`src/rtl/mem_port_arbiter_pkg.sv`:
```
// Shared definitions for the three-way memory port arbiter: response tags,
// grant encoding and a width helper.
package mem_port_arbiter_pkg;

    localparam logic TAG_IF = 1'b0;
    localparam logic TAG_DM = 1'b1;

    typedef enum logic [1:0] {
        GNT_NONE = 2'd0,
        GNT_IF   = 2'd1,
        GNT_RD   = 2'd2,
        GNT_WR   = 2'd3
    } gnt_t;

    // Ceiling log2; used with N+1 to size counters that must hold N itself.
    function automatic int clog2(input int unsigned value);
        int r;
        r = 0;
        for (int unsigned i = 0; i < 32; i++) begin
            if ((32'd1 << i) < value) r = int'(i) + 1;
        end
        return r;
    endfunction

endpackage

```
`src/rtl/arb_tag_fifo.sv`:
```
// In-order FIFO of 1-bit owner tags for reads accepted by the memory but not
// yet answered.
module arb_tag_fifo
    import mem_port_arbiter_pkg::*;
#(
    parameter int DEPTH = 2,
    localparam int CW = clog2(DEPTH + 1),
    localparam int PW = (DEPTH > 1) ? clog2(DEPTH) : 1
) (
    input  logic          clk,
    input  logic          reset,
    input  logic          push,
    input  logic          push_tag,
    input  logic          pop,
    output logic [CW-1:0] count,
    output logic          head,
    output logic          full
);

    logic [DEPTH-1:0] tags;
    logic [PW-1:0]    wr_ptr;
    logic [PW-1:0]    rd_ptr;

    function automatic logic [PW-1:0] next_ptr(input logic [PW-1:0] p);
        return (p == PW'(DEPTH - 1)) ? '0 : p + 1'b1;
    endfunction

    always_ff @(posedge clk) begin
        if (reset) begin
            wr_ptr <= '0;
            rd_ptr <= '0;
            count  <= '0;
        end else begin
            if (push) wr_ptr <= next_ptr(wr_ptr);
            if (pop)  rd_ptr <= next_ptr(rd_ptr);
            case ({push, pop})
                2'b10:   count <= count + 1'b1;
                2'b01:   count <= count - 1'b1;
                default: count <= count;
            endcase
        end
    end

    always_ff @(posedge clk) begin
        if (push) tags[wr_ptr] <= push_tag;
    end

    assign head = tags[rd_ptr];
    assign full = (count == CW'(DEPTH));

endmodule

```
`src/rtl/mem_port_arbiter.sv`:
```
// Arbitrates fetch, data read and data write onto one single-port memory and
// routes in-order read responses back to their owners.
module mem_port_arbiter
    import mem_port_arbiter_pkg::*;
#(
    parameter int OUTSTANDING = 2,
    parameter int MAX_WAIT    = 8,
    parameter int AW          = 32
) (
    input  logic          clk,
    input  logic          reset,
    input  logic          imem_ready,
    output logic          imem_valid,
    input  logic [AW-1:0] imem_addr,
    output logic          imem_rresp,
    output logic [31:0]   imem_rdata,
    input  logic          dmem_rready,
    output logic          dmem_rvalid,
    input  logic [AW-1:0] dmem_raddr,
    output logic          dmem_rresp,
    output logic [31:0]   dmem_rdata,
    input  logic          dmem_wready,
    output logic          dmem_wvalid,
    input  logic [AW-1:0] dmem_waddr,
    input  logic [31:0]   dmem_wdata,
    input  logic [3:0]    dmem_wstrb,
    output logic          mem_ready,
    input  logic          mem_valid,
    output logic          mem_we,
    output logic [AW-1:0] mem_addr,
    output logic [31:0]   mem_wdata,
    output logic [3:0]    mem_wstrb,
    input  logic          mem_rresp,
    input  logic [31:0]   mem_rdata,
    output logic          err
);

    localparam int CW = clog2(OUTSTANDING + 1);
    localparam int WW = clog2(MAX_WAIT + 1);

    logic [CW-1:0] count;
    logic          head;
    logic          full;
    logic          rd_ok;
    logic          resp_hit;
    logic          push;
    logic          push_tag;
    logic          pop;
    logic [WW-1:0] if_wait;
    logic [WW-1:0] rd_wait;
    gnt_t          gnt;

    // A response in the same cycle frees a slot, so a full FIFO still admits a read.
    assign rd_ok    = !full || mem_rresp;
    assign resp_hit = mem_rresp && (count != '0);

    always_comb begin
        gnt = GNT_NONE;
        if (imem_ready && rd_ok && if_wait == WW'(MAX_WAIT))
            gnt = GNT_IF;
        else if (dmem_rready && rd_ok && rd_wait == WW'(MAX_WAIT))
            gnt = GNT_RD;
        else if (dmem_wready)
            gnt = GNT_WR;
        else if (dmem_rready && rd_ok)
            gnt = GNT_RD;
        else if (imem_ready && rd_ok)
            gnt = GNT_IF;
    end

    always_comb begin
        mem_ready   = 1'b0;
        mem_we      = 1'b0;
        mem_addr    = '0;
        mem_wdata   = '0;
        mem_wstrb   = '0;
        imem_valid  = 1'b0;
        dmem_rvalid = 1'b0;
        dmem_wvalid = 1'b0;
        if (!reset) begin
            case (gnt)
                GNT_IF: begin
                    mem_ready  = 1'b1;
                    mem_addr   = imem_addr;
                    imem_valid = mem_valid;
                end
                GNT_RD: begin
                    mem_ready   = 1'b1;
                    mem_addr    = dmem_raddr;
                    dmem_rvalid = mem_valid;
                end
                GNT_WR: begin
                    mem_ready   = 1'b1;
                    mem_we      = 1'b1;
                    mem_addr    = dmem_waddr;
                    mem_wdata   = dmem_wdata;
                    mem_wstrb   = dmem_wstrb;
                    dmem_wvalid = mem_valid;
                end
                default: ;
            endcase
        end
    end

    always_comb begin
        imem_rresp = 1'b0;
        imem_rdata = '0;
        dmem_rresp = 1'b0;
        dmem_rdata = '0;
        if (!reset && resp_hit) begin
            if (head == TAG_IF) begin
                imem_rresp = 1'b1;
                imem_rdata = mem_rdata;
            end else begin
                dmem_rresp = 1'b1;
                dmem_rdata = mem_rdata;
            end
        end
    end

    assign push     = imem_valid || dmem_rvalid;
    assign push_tag = dmem_rvalid ? TAG_DM : TAG_IF;
    assign pop      = !reset && resp_hit;

    arb_tag_fifo #(.DEPTH(OUTSTANDING)) u_fifo (
        .clk      (clk),
        .reset    (reset),
        .push     (push),
        .push_tag (push_tag),
        .pop      (pop),
        .count    (count),
        .head     (head),
        .full     (full)
    );

    always_ff @(posedge clk) begin
        if (reset) begin
            if_wait <= '0;
            rd_wait <= '0;
            err     <= 1'b0;
        end else begin
            if (imem_ready && !imem_valid)
                if_wait <= (if_wait == WW'(MAX_WAIT)) ? if_wait : if_wait + 1'b1;
            else
                if_wait <= '0;
            if (dmem_rready && !dmem_rvalid)
                rd_wait <= (rd_wait == WW'(MAX_WAIT)) ? rd_wait : rd_wait + 1'b1;
            else
                rd_wait <= '0;
            if (mem_rresp && count == '0)
                err <= 1'b1;
        end
    end

endmodule
```
`config.mk`:
```
export PLATFORM = sky130hd
export DESIGN_NAME = mem_port_arbiter
export DESIGN_NICKNAME = d
export VERILOG_FILES = /design/src/rtl/mem_port_arbiter_pkg.sv /design/src/rtl/arb_tag_fifo.sv /design/src/rtl/mem_port_arbiter.sv
export SDC_FILE = /design/constraint.sdc
export NUM_CORES = 1
export LEC_CHECK = 0
export ABC_AREA = 1
export CAP_MARGIN = 0
export CORE_AREA = 2 2 122 124
export DETAILED_ROUTE_END_ITERATION = 16
export DIE_AREA = 0 0 124 126
export GPL_TIMING_DRIVEN = 0
export SETUP_SLACK_MARGIN = 0.3
export SYNTH_ARGS = -nofsm -noshare
export SYNTH_HDL_FRONTEND = slang
export SYNTH_SLANG_ARGS = --single-unit
```
`constraint.sdc`:
```
create_clock -name clk -period 2.78 [get_ports clk]
set_input_delay 0.556 -clock clk [delete_from_list [all_inputs] [get_ports clk]]
set_output_delay 0.556 -clock clk [all_outputs]
set_load 0.05 [all_outputs]
```
==> results.md <==
- Status: complete, no violations
- Num rows: 44
- Tmin final: 2.58 ns
- N_diodes: 0
- CP Max Fanout: 6
- Power Dens Cells: 246 nW/µm²
- Pins Over Slew Limit: 0
- Final WS setup: 0.201 ns
- Post-Syn Area: approximately 2400 µm²
- Pre-CTS setup slack: -0.879 ns
- First-pass GRT wire length: 21.7 mm
- Ports: around 310
- Clk slew on worst S/H paths: approximately 0.050 ns
- Synth cell types: 29
- Worst path required time: 2.22 ns
- Final nets: 957
- Max cap viols: 0
- Sw Pwr: 0.749 mW
- CTS root buffer: clkbuf_16
- Die width: roughly 120 µm
- Port Buf Inserts: 309
- Seq/Total Area, Yosys: 0.133
- Startpoint type of the worst setup path: flip-flop
- Die Height: roughly 130 µm
- Combinational share of power: 0.695
- CTS sink cnt: 15
- RSZ-0062 raised after global routing: yes
- WL per Instance: 15.9 µm
- Vias/cell: 4.25
- Mapped Cells: 441
- Worst hold-check path type: flip-flop to flip-flop
- Part of the power in registers: 0.138
- Headroom to the max-slew limit: 0.311
- Post-synthesis net count: approximately 620
- Post-DP HPWL: roughly 12 mm
- Largest net degree at the start of global routing: 11
- Clock buffer depth: 2
- Vias in the first global route: 4,232
- Filler instances: 1,409
- CTS tree: yes
- Fin crit share: 0.928
- Layout Utilization: 0.485
- Final Setup Violations: 0
- Seq cells post-synth: 15
- Core area: 14,300 µm²
- EDFF count, synth: 2
- H-tree lvl count: 1
- Total congestion overflow: 0
- Crit Path Category: flip-flop to primary output
- Final Power: 1.71 mW
- Crit end category: primary output
- Worst Tran Pin Value: 1.03 ns
- Worst Clk Skew: ~0.0015 ns
- Die ar.: 15,600 µm²
- Number of CTS-inserted buffers: 3
- Async S/R FF share, synth: 0
- RePlAce Congestion: 0.901
- Initial antenna violation count: 0
- Share of cells above drive strength 1: 0.519
- Highest Clock Rate: 0.388 GHz
- Syn_area_per_cell: 5.48 µm²
- Initial DRC count: roughly 120
- # DRC: 0
- Starting Density: 0.169
- YS warnings: 0
- Placed insts: 934
- Lkg Pwr: just over 3 nW
- Via count: 4,096
- Final Non-Filler Cells: 964
- CP arrival: 2.02 ns
- Maximum vdd drop: 0.148 mV
- Prevailing post-synth register cell: dfxtp_1
- Pint: slightly below 1 mW
- Area Overhead vs Synth: 188%
- Sw Ratio: 0.438
- Routed WL: between 15 and 20 mm
- Clock power share: 0.167
- Gr usage total: 0.178
- Remaining antenna violation count: 0
- Clk Latency, worst-skew pair: 0.25 ns
- Hold Fails Final Rpt: 0
- CTS Hold Buffers Added: 0
- Drt pass-1 iters: 4
critical path, stage by stage, from the launching register on:
cell,delay [ns]
dfxtp_2,0.33
inv_2,0.05
ha_4,0.16
nand2_4,0.05
nor2_4,0.04
nand3_4,0.14
nand2_8,0.12
nor2_8,0.17
buf_12,0.15
buf_8,0.12
nand2_2,0.07
a31oi_4,0.16
buf_6,0.19
power by group through the flow:
stage / Sequential, mW / Combinational, mW / Clock (mW)
finish: 0.235 / 1.19 / 0.285
global route: 0.237 / 1.25 / 0.297
CTS: 0.235 / 1.11 / 0.286
detailed placement: 0.240 / 1.02 / 0
global placement: 0.239 / 1.01 / 0
floorplan: 0.244 / 0.549 / 0
logic make-up after synthesis:
| logic type | Yosys count | synth area share |
|---|---|---|
| and+or+nand+nor | 247 | 0.471 |
| buffers and inverters | 122 | 0.244 |
| AOI/OAI and AO/OA | 51 | 0.123 |
| DFF | 15 | 0.133 |
| adders and majority gates | 5 | 0.0259 |
| xor gates and xnor gates | 1 | 0.00363 |
final timing paths:
| check | from | slack (ns) | cells after the start | endpoint |
|---|---|---|---|---|
| worst min register to register | err$_SDFFE_PP0P_ | 0.47 | 2 | err$_SDFFE_PP0P_ |
| worst max-delay path | if_wait[0]$_SDFFE_PP0P_ | 0.20 | 12 | mem_addr[8] |
| worst min-delay path | err$_SDFFE_PP0P_ | 0.47 | 2 | err$_SDFFE_PP0P_ |
| worst max register to register | if_wait[0]$_SDFFE_PP0P_ | 0.47 | 15 | u_fifo.count[1]$_SDFFE_PP0P_ |
metal layers:
metal  share of wire  global-route usage  up-vias
met5               0                   0        -
met4           0.020              0.0423        0
met3            0.10              0.0471       19
met2            0.53               0.352      206
met1            0.34               0.181     1814
li1                -                   -     2057
cells in the mapped netlist (3+ instances only):
cell,instances,area share
buf_6,8,0.037
a31oi_1,33,0.085
buf_2,7,0.014
nand3_1,69,0.14
inv_2,5,0.0078
nand2_4,4,0.019
clkbuf_1,3,0.0047
o21ai_0,5,0.010
inv_1,88,0.14
clkbuf_8,4,0.023
a21oi_1,12,0.025
buf_4,6,0.019
nand3_2,3,0.012
nand2_1,51,0.079
ha_1,5,0.026
or2_2,4,0.010
dfxtp_1,13,0.11
nor2_1,107,0.17
state kept, by name, indices dropped and copies added (netlist names):
register       flops
err                1
u_fifo.tags        2
if_wait            4
u_fifo.count       2
rd_wait            4
u_fifo.rd_ptr      1
u_fifo.wr_ptr      1
timing repair:
item	4_1_cts	5_1_grt
setup endpoints to repair	140	135
resized for setup	873	230
setup buffers	15	6
gates cloned	5	0
pin swaps	40	21
stage by stage:
step / hold slack (ns) / area, µm² / setup TNS (ns)
after floorplan: 0.449 / 2850 / 0
after global placement: 0.462 / 6170 / -91.35
after detailed placement: 0.471 / 6170 / -94.01
after CTS: 0.486 / 6380 / 0
after global routing: 0.531 / 6950 / 0
final: 0.473 / 6950 / 0
placed cells by master (no fill, tap or decap), drive strengths merged:
cell,instances
dlygate4sd2,3
clkdlybuf4s15,1
nor3,2
clkbuf,15
nand3,74
inv,93
dfxtp,13
edfxtp,2
nand2,57
or2,4
a31oi,33
clkinv,1
buf,181
ha,5
o21ai,6
a21oi,12
clkdlybuf4s50,166
nor2,111
xnor2,1
cell type report:
type / count / area, µm² / area share
sequential: 15 / 328 / 0.0472
timing repair buffer: 334 / 3260 / 0.470
inverter: 94 / 362 / 0.0520
clock buffer: 4 / 78.8 / 0.0113
multi-input combinational: 305 / 2340 / 0.337
buffer: 28 / 344 / 0.0495
tap: 184 / 230 / 0.0331
Power figures use the tool's default switching activity.
